**src/rtl/mem_wb_pipe_stage.sv**
```systemverilog
// MEM/WB stage with 2-entry skid buffer; accepted data is visible one cycle after accept.
// Backpressure: registered in_ready drops while both entries are held; a cache miss blocks capture.
module mem_wb_pipe_stage #(
    parameter int DATA_W = 32,
    parameter int ADDR_W = 5,
    parameter int CTRL_W = 2,
    parameter int CNT_W  = 16
) (
    input  logic              clk,
    input  logic              rst,
    input  logic              in_valid,
    output logic              in_ready,
    input  logic              hit,
    input  logic              flush,
    input  logic [DATA_W-1:0] alu_in,
    input  logic [DATA_W-1:0] mem_in,
    input  logic [ADDR_W-1:0] wreg_in,
    input  logic [CTRL_W-1:0] ctrl_in,
    output logic              out_valid,
    input  logic              out_ready,
    output logic [DATA_W-1:0] alu_out,
    output logic [DATA_W-1:0] mem_out,
    output logic [ADDR_W-1:0] wreg_out,
    output logic [CTRL_W-1:0] ctrl_out,
    output logic [CNT_W-1:0]  stall_cnt
);
    typedef enum logic [1:0] {EMPTY = 2'd0, ONE = 2'd1, TWO = 2'd2} state_t;

    state_t            state_q, state_d;
    logic              in_ready_q;
    logic [DATA_W-1:0] m_alu_q, m_mem_q, s_alu_q, s_mem_q;
    logic [ADDR_W-1:0] m_wreg_q, s_wreg_q;
    logic [CTRL_W-1:0] m_ctrl_q, s_ctrl_q;
    logic [CNT_W-1:0]  stall_q;

    logic accept, pop, miss;
    logic load_m, load_s, shift_s, clr_ctrl;

    always_comb begin
        accept   = in_valid & in_ready_q & hit;
        pop      = (state_q != EMPTY) & out_ready;
        miss     = in_valid & in_ready_q & ~hit;
        state_d  = state_q;
        load_m   = 1'b0;
        load_s   = 1'b0;
        shift_s  = 1'b0;
        clr_ctrl = 1'b0;
        if (flush) begin
            state_d  = EMPTY;
            clr_ctrl = 1'b1;
        end else begin
            case (state_q)
                EMPTY: begin
                    if (accept) begin
                        load_m  = 1'b1;
                        state_d = ONE;
                    end
                end
                ONE: begin
                    if (accept && pop) begin
                        load_m = 1'b1;
                    end else if (accept) begin
                        load_s  = 1'b1;
                        state_d = TWO;
                    end else if (pop) begin
                        clr_ctrl = 1'b1;
                        state_d  = EMPTY;
                    end
                end
                TWO: begin
                    if (pop) begin
                        shift_s = 1'b1;
                        state_d = ONE;
                    end
                end
                default: state_d = EMPTY;
            endcase
        end
    end

    always_ff @(posedge clk) begin
        if (rst) begin
            state_q    <= EMPTY;
            in_ready_q <= 1'b1;
            m_alu_q    <= '0;
            m_mem_q    <= '0;
            m_wreg_q   <= '0;
            m_ctrl_q   <= '0;
            s_alu_q    <= '0;
            s_mem_q    <= '0;
            s_wreg_q   <= '0;
            s_ctrl_q   <= '0;
            stall_q    <= '0;
        end else begin
            state_q    <= state_d;
            in_ready_q <= (state_d != TWO);
            // Data fields keep their last value when draining; only ctrl is zeroed.
            if (load_m) begin
                m_alu_q  <= alu_in;
                m_mem_q  <= mem_in;
                m_wreg_q <= wreg_in;
                m_ctrl_q <= ctrl_in;
            end else if (shift_s) begin
                m_alu_q  <= s_alu_q;
                m_mem_q  <= s_mem_q;
                m_wreg_q <= s_wreg_q;
                m_ctrl_q <= s_ctrl_q;
            end else if (clr_ctrl) begin
                m_ctrl_q <= '0;
            end
            if (load_s) begin
                s_alu_q  <= alu_in;
                s_mem_q  <= mem_in;
                s_wreg_q <= wreg_in;
                s_ctrl_q <= ctrl_in;
            end
            if (miss && (stall_q != {CNT_W{1'b1}})) begin
                stall_q <= stall_q + CNT_W'(1);
            end
        end
    end

    assign in_ready  = in_ready_q;
    assign out_valid = (state_q != EMPTY);
    assign alu_out   = m_alu_q;
    assign mem_out   = m_mem_q;
    assign wreg_out  = m_wreg_q;
    assign ctrl_out  = m_ctrl_q;
    assign stall_cnt = stall_q;

endmodule
```
**config.mk**
```make
export PLATFORM = sky130hd
export DESIGN_NAME = mem_wb_pipe_stage
export DESIGN_NICKNAME = d
export VERILOG_FILES = /design/src/rtl/mem_wb_pipe_stage.sv
export SDC_FILE = /design/constraint.sdc
export NUM_CORES = 1
export LEC_CHECK = 0
export CORE_MARGIN = 5
export CORE_UTILIZATION = 48
export CTS_CLUSTER_SIZE = 30
export DETAILED_ROUTE_END_ITERATION = 10
export PLACE_DENSITY = 0.79
export SYNTH_ARGS = -nofsm -noshare
export SYNTH_HDL_FRONTEND = slang
export SYNTH_SLANG_ARGS = --single-unit
export TNS_END_PERCENT = 10
```
**constraint.sdc**
```tcl
create_clock -name clk -period 2 [get_ports clk]
set_input_delay 0.4 -clock clk [delete_from_list [all_inputs] [get_ports clk]]
set_output_delay 0.4 -clock clk [all_outputs]
set_load 0.01 [all_outputs]
```
==> results of run 1 <==
-- worst max-delay path, stage by stage --
cell and delay, ns:
sky130_fd_sc_hd__clkdlybuf4s50_1 0.42, sky130_fd_sc_hd__nand3b_1 0.19, sky130_fd_sc_hd__or4_4 0.56, sky130_fd_sc_hd__or4_1 0.53, sky130_fd_sc_hd__a21oi_1 0.16
-- placed cells by master, fill, tap and decap left out, types with 2 or more instances in the layout --
master                            instances
sky130_fd_sc_hd__inv_1                    4
sky130_fd_sc_hd__clkbuf_8                 5
sky130_fd_sc_hd__nand2_1                215
sky130_fd_sc_hd__buf_12                  10
sky130_fd_sc_hd__o41ai_1                  2
sky130_fd_sc_hd__nand3_1                  6
sky130_fd_sc_hd__mux2_2                   2
sky130_fd_sc_hd__o21ai_0                  3
sky130_fd_sc_hd__inv_6                    2
sky130_fd_sc_hd__o31ai_1                  6
sky130_fd_sc_hd__or4_1                    7
sky130_fd_sc_hd__clkbuf_16               17
sky130_fd_sc_hd__dfxtp_1                158
sky130_fd_sc_hd__clkinv_2                 4
sky130_fd_sc_hd__dfxtp_2                  3
sky130_fd_sc_hd__clkdlybuf4s50_1        163
sky130_fd_sc_hd__a221oi_1                 2
sky130_fd_sc_hd__nor4_1                   2
sky130_fd_sc_hd__nand2b_1                 3
sky130_fd_sc_hd__a21oi_1                151
sky130_fd_sc_hd__nor2b_1                  3
sky130_fd_sc_hd__nor2_1                   9
sky130_fd_sc_hd__a211oi_1                 3
sky130_fd_sc_hd__a22oi_1                 69
sky130_fd_sc_hd__clkinvlp_4               2
sky130_fd_sc_hd__buf_4                   27
sky130_fd_sc_hd__nor3_1                   6
sky130_fd_sc_hd__nand4_1                  4
sky130_fd_sc_hd__or3_1                    4
-- per-stage QoR --
step / hold slack [ns] / cell area, um^2 / utilization, % / std cells / TNS, ns
CTS: 0.455 / 8780 / 69.6 / 1090 / 0
global placement: 0.442 / 8230 / 65.2 / 1059 / -10.19
finish: 0.452 / 8780 / 69.6 / 1090 / 0
global route: 0.472 / 8780 / 69.6 / 1090 / 0
detailed placement: 0.445 / 8230 / 65.2 / 1059 / -13.23
floorplan: 0.436 / 6160 / - / 745 / 0
-- registers in the layout (all words and copies together) (netlist names) --
name	count
s_alu_q	32
stall_cnt	16
ctrl_out	2
s_mem_q	32
alu_out	32
wreg_out	5
state_q	2
in_ready	1
s_ctrl_q	2
mem_out	32
s_wreg_q	5
-- area by class of cell --
cell class | count | area (um^2) | share of cell area, %
clock inverter | 8 | 52.6 | 0.598
clock buffer | 23 | 498 | 5.67
multi-input combinational | 521 | 2730 | 31.1
tap | 172 | 215 | 2.45
sequential | 161 | 3230 | 36.7
inverter | 4 | 15.0 | 0.171
timing repair buffer | 201 | 2040 | 23.3
-- logic make-up after synthesis --
kind of cell	synth area share (%)
simple gates	19.4
compound gates	23.5
flops	52.4
buf+inv	3.90
mux	0.528
xor+xnor	0.142
fa+ha+maj	0.203
-- path summary, 6_finish.rpt --
check          startpoint            end  slack (ns)  cells after the start
max                   hit  stall_cnt[13]        0.08                      5
min            mem_out[7]     mem_out[7]        0.45                      2
max reg2reg  stall_cnt[6]  stall_cnt[13]        0.09                      4
min reg2reg    mem_out[7]     mem_out[7]        0.45                      2
-- layer usage --
metal / global-route usage (%) / share of wire [%]
met5: 0 / 0
met4: 9.13 / 2.2
met3: 5.90 / 7.5
met2: 37.5 / 49
met1: 28.5 / 41
-- timing repair --
item                                    in CTS  in global routing
gates resized for setup                      2                  2
hold endpoints to repair                     0                  0
endpoints found under the setup margin       1                  3
pin swaps                                    0                  0
-- power breakdown --
part / internal [mW] / switching [mW] / total [mW]
sequential: 3.26 / 0.0353 / 3.30
combinational: 0.298 / 0.249 / 0.547
clock: 1.74 / 1.26 / 3.00
==> Flow_metrics.wiki, run 1 <==
{| class="wikitable"
! Metric !! Value
|-
| Result of the run || complete, no violations
|-
| Most numerous cell types in the synthesized netlist || sky130_fd_sc_hd__nand2_1, sky130_fd_sc_hd__dfxtp_1, sky130_fd_sc_hd__a21oi_1, sky130_fd_sc_hd__a22oi_1, sky130_fd_sc_hd__clkbuf_1
|-
| Final period util || 96.2%
|-
| Most used DFF post-synth || sky130_fd_sc_hd__dfxtp_1
|-
| Slew Limit Fails || 0
|-
| Ports placed on the boundary || 166
|-
| Nature of the critical path endpoint || flop
|-
| Data arrival time at the worst-slack endpoint || between 2 and 2.5 ns
|-
| Routed WL per cell || 16.0 um
|-
| Overall die area || 15,200 um^2
|-
| Routed Antenna Nets || 0
|-
| Required time worst endpoint || 2.34 ns
|-
| Finish-stage setup viols || 0
|-
| Post-CTS setup buffers || 0
|-
| Crit path time final || between 1.5 and 2 ns
|-
| Maximum number of pins on one net before global-route repair || 73
|-
| Antenna violations before repair || 0
|-
| Synth area leader || sky130_fd_sc_hd__dfxtp_1
|-
| Max capacitance violation total || 0
|-
| Vias || 6,074
|-
| Worst Path Class, Setup || in2reg
|-
| Global route total overflow || 0
|-
| Die height || approximately 120 um
|-
| Detailed Route WL || 17,400 um
|-
| Via count of the first global-routing pass || 5,879
|-
| Tot Pwr || 6.84 mW
|-
| Number of register bits inferred by synthesis || about 160
|-
| DR vias/cell || about 5.6
|-
| Post-synth design cell area || 6160 um^2
|-
| Fraction of post-synthesis cell area in the top cell type by area || 52.4%
|-
| Worst-path fanout max || 6
|-
| Kind of start point of the critical path || input port
|-
| Residual DRC || 0
|-
| Kind of path behind the tightest hold check || reg2reg
|-
| Clock tree from TritonCTS || yes
|-
| CTS root buf || sky130_fd_sc_hd__clkbuf_16
|-
| Final Hold Violating Endpoints || 0
|-
| Mean Syn Cell Area || 8.26 um^2
|-
| Number of standard cells after synthesis || between 700 and 800
|-
| Area growth from synthesis to layout || 42.7%
|-
| Row cnt || between 40 and 50
|-
| Number of flops mapped to enable cells by yosys || 0
|-
| 1st-pass router iterations || 5
|-
| Clock sink count || ~160
|-
| Syn Nets || ~820
|-
| Final nets || 984
|-
| Most repeated cell in the gate-level netlist after synthesis || sky130_fd_sc_hd__nand2_1
|-
| Yosys warning count || 0
|-
| GRT Util Overall || between 20% and 30%
|-
| HPWL after DPL || between 10,000 and 15,000 um
|-
| Count of different cell masters after synthesis || 43
|-
| Total of hold buffers inserted after clock tree synthesis || 0
|-
| Post-synthesis sequential area ratio || a little over half
|-
| Count of input and output buffers || 165
|-
| Max Buffers Root-to-Sink || 2
|-
| Clk slew on worst S/H paths || around 0.06 ns
|-
| Effective utilization at floorplan || 48.8%
|-
| Cell types with the largest area share after synthesis || sky130_fd_sc_hd__dfxtp_1, sky130_fd_sc_hd__nand2_1, sky130_fd_sc_hd__a21oi_1
|-
| Antenna Diode Count || 0
|-
| Max H-tree Level || 4
|-
| Max-slew headroom || around 50%
|-
| Number of buffers created by CTS || 17
|-
| Setup repair after global routing missed its margin || no
|-
| Final GP Congestion || 0.818
|-
| Horizontal die dimension || ~120 um
|-
| Latest clock arrival within the worst-skew pair || ~0.42 ns
|-
| Drt initial violations || between 400 and 500
|-
| Worst setup slack before clock tree synthesis || -0.337 ns
|-
| Highest ir drop seen on vdd || 0.000533 V
|-
| Tightest Pin Transition || 0.748 ns
|-
| Core area || between 10,000 and 15,000 um^2
|-
| Share of cells above drive strength 1 || 8.93%
|-
| Wire length of the first global-routing pass || 27,900 um
|-
| Max Fclk || 0.520 GHz
|-
| Fraction of registers with async set or reset after synthesis || 0%
|-
| Leak pwr || approximately 2.9 nW
|-
| Worst-case clock skew || 0.00744 ns
|-
| Final-layout fill cell count || 995
|-
| Worst setup margin || approximately 0.076 ns
|-
| Power density of the placed cells || 779 nW/um^2
|}
Note: power is estimated with default switching activity, not from simulation.
==> run 2, diff against run 1 <==
--- a/config.mk
+++ b/config.mk
@@ -5,11 +5,13 @@
 export SDC_FILE = /design/constraint.sdc
 export NUM_CORES = 1
 export LEC_CHECK = 0
+export CELL_PAD_IN_SITES_DETAIL_PLACEMENT = 1
+export CELL_PAD_IN_SITES_GLOBAL_PLACEMENT = 1
 export CORE_MARGIN = 5
-export CORE_UTILIZATION = 48
+export CORE_UTILIZATION = 35
 export CTS_CLUSTER_SIZE = 30
 export DETAILED_ROUTE_END_ITERATION = 10
-export PLACE_DENSITY = 0.79
+export PLACE_DENSITY_LB_ADDON = 0.1
 export SYNTH_ARGS = -nofsm -noshare
 export SYNTH_HDL_FRONTEND = slang
 export SYNTH_SLANG_ARGS = --single-unit
==> Flow_metrics.wiki, run 2 (synthesis gave the netlist of run 1 again) <==
{| class="wikitable"
! Metric !! Value
|-
| Result of the run || complete, no violations
|-
| GRT Util Overall || 19.6%
|-
| DR vias/cell || 5.28
|-
| Commonest cells after routing, fill and taps aside || sky130_fd_sc_hd__nand2_1, sky130_fd_sc_hd__clkdlybuf4s50_1, sky130_fd_sc_hd__dfxtp_1
|-
| Flop-to-flop setup slack || 0.12 ns
|-
| Residual DRC || 0
|-
| Startpoint of the lowest-slack register-to-register path || stall_cnt[0]
|-
| Critical path startpoint || hit
|-
| Kind of start point of the critical path || input port
|-
| Share of cells above drive strength 1 || 8.97%
|-
| Hold path cells || 2
|-
| Area growth from synthesis to layout || 43.5%
|-
| Crit path time final || 1.95 ns
|-
| Max Fclk || 0.512 GHz
|-
| Overall die area || 20,300 um^2
|-
| Maximum number of pins on one net before global-route repair || 62
|-
| Nature of the critical path endpoint || flop
|-
| Routed Antenna Nets || 0
|-
| Int Pwr || 5.50 mW
|-
| Horizontal die dimension || 143 um
|-
| Antenna Diode Count || 0
|-
| Worst-path fanout max || 6
|-
| Global route total overflow || 0
|-
| Max H-tree Level || 4
|-
| 1st-pass router iterations || 4
|-
| Delay of the slowest cell on the worst path || 0.58 ns
|-
| Vias || roughly 6k
|-
| Max Buffers Root-to-Sink || 2
|-
| Final Hold Violating Endpoints || 0
|-
| Wire length of the first global-routing pass || 32,100 um
|-
| HPWL after DPL || 13,900 um
|-
| Clk slew on worst S/H paths || 0.06 ns
|-
| Worst-case clock skew || 0.0101 ns
|-
| Slowest stage cell on the critical path || sky130_fd_sc_hd__or4_4
|-
| Row cnt || 48
|-
| Final period util || 97.6%
|-
| Post-CTS setup buffers || 0
|-
| Final nets || 979
|-
| Kind of path behind the tightest hold check || reg2reg
|-
| Max capacitance violation total || 0
|-
| CTS root buf || sky130_fd_sc_hd__clkbuf_16
|-
| Effective utilization at floorplan || 35.6%
|-
| Max-slew headroom || 51.4%
|-
| Die height || 143 um
|-
| Required time worst endpoint || 2.35 ns
|-
| Final GP Congestion || just under 0.8
|-
| Clock tree from TritonCTS || yes
|-
| Core area || roughly 17,000 um^2
|-
| Sw Ratio || between 20 and 25%
|-
| Ports placed on the boundary || about 170
|-
| Destination of the worst register-to-register timing path || stall_cnt[9]
|-
| Portion of total power attributed to sequential cells || between 40% and 50%
|-
| Leak pwr || about 2.9 nW
|-
| Worst Path Class, Setup || in2reg
|-
| Crit path to || stall_cnt[15]
|-
| Depth of the most critical reg-to-reg path || 6
|-
| Via count of the first global-routing pass || 6,348
|-
| Tightest Pin Transition || 0.729 ns
|-
| Finish-stage setup viols || 0
|-
| Power density of the placed cells || 806 nW/um^2
|-
| Drt initial violations || about 250
|-
| Routed WL per cell || 17.6 um
|-
| Gate power share || 7.8%
|-
| Latest clock arrival within the worst-skew pair || about 0.42 ns
|-
| Clock sink count || 161
|-
| CP Buf/Inv Count || 1
|-
| Clock group share of total power || 45.9%
|-
| Antenna violations before repair || 0
|-
| Total of hold buffers inserted after clock tree synthesis || 0
|-
| Setup repair after global routing missed its margin || no
|-
| Count of input and output buffers || 165
|-
| Number of cells on the critical path || 5
|-
| Number of placed instances, taps included || 1,107
|-
| P_sw || 1.62 mW
|-
| Post-Route Utilization || 51.1%
|-
| Hold Crit Start || mem_out[14]
|-
| Slew Limit Fails || 0
|-
| Number of buffers created by CTS || 17
|-
| Cell-by-cell listing of the critical path || clkdlybuf4s50_1 > nand3b_1 > or4_4 > or4_1 > a21oi_1
|-
| Detailed Route WL || 20,100 um
|-
| Highest ir drop seen on vdd || 0.000596 V
|-
| Final non-filler cell total || 1,139
|-
| CP delay by family, top || simple AND/OR/NAND/NOR gates
|-
| Commonest non-fill, non-tap cell in the layout || sky130_fd_sc_hd__nand2_1
|-
| Data arrival time at the worst-slack endpoint || 2.30 ns
|-
| Min Hold Slack || 0.455 ns
|}
## run 2: worst min-delay path by stage
stage,to
6_report,mem_out[14]
5_1_grt,s_alu_q[30]
4_1_cts,s_wreg_q[1]
3_5_place_dp,s_alu_q[21]
3_3_place_gp,s_wreg_q[1]
2_1_floorplan,s_ctrl_q[0]
## run 2: per-layer routing
metal / part of all wire, % / GRT usage (%) / vias to the layer above / wire length [um]
li1: - / - / 2932 / -
met1: 42 / 22.9 / 2949 / 8520
met2: 52 / 35.8 / 120 / 10400
met3: 4.7 / 4.72 / 14 / 949
met4: 0.94 / 5.15 / 0 / 188
met5: 0 / 0 / - / 0
## run 2: cell type report
type                            count  area, um^2
Clock buffer                       21         470
Clock inverter                     11         131
Fill cell                        2003        8460
Inverter                            4        15.0
Multi-Input combinational cell    521        2740
Sequential cell                   161        3230
Tap cell                          225         282
Timing Repair Buffer              196        1970
## run 2: per-stage QoR
stage | power, mW | worst slack, ns | TNS, ns | cell area (um^2)
2_1_floorplan | 3.55 | 0.0817 | 0 | 6160
3_3_place_gp | 3.91 | -0.350 | -21.00 | 8220
3_5_place_dp | 3.93 | -0.376 | -31.67 | 8220
4_1_cts | 7.21 | 0.0635 | 0 | 8820
5_1_grt | 7.39 | 0.00366 | 0 | 8830
6_report | 7.12 | 0.0471 | 0 | 8830
## run 2: worst min-delay path, cell delays in order, from the launching register on
cell and delay [ns]:
sky130_fd_sc_hd__dfxtp_1 0.31, sky130_fd_sc_hd__nand2_1 0.05, sky130_fd_sc_hd__a21oi_1 0.05
## run 2: power by group through the flow
stage               sequential, mW  combinational [mW]  clock [mW]
floorplan                     3.38               0.169           0
global placement              3.37               0.546           0
detailed placement            3.37               0.561           0
CTS                           3.30               0.564        3.35
global route                  3.30               0.600        3.49
finish                        3.30               0.557        3.27
## run 2: repair_timing
item                                    in CTS  in global routing
hold endpoints to repair                     0                  0
pin swaps                                    0                  0
endpoints found under the setup margin       1                  3
gates resized for setup                      3                  5
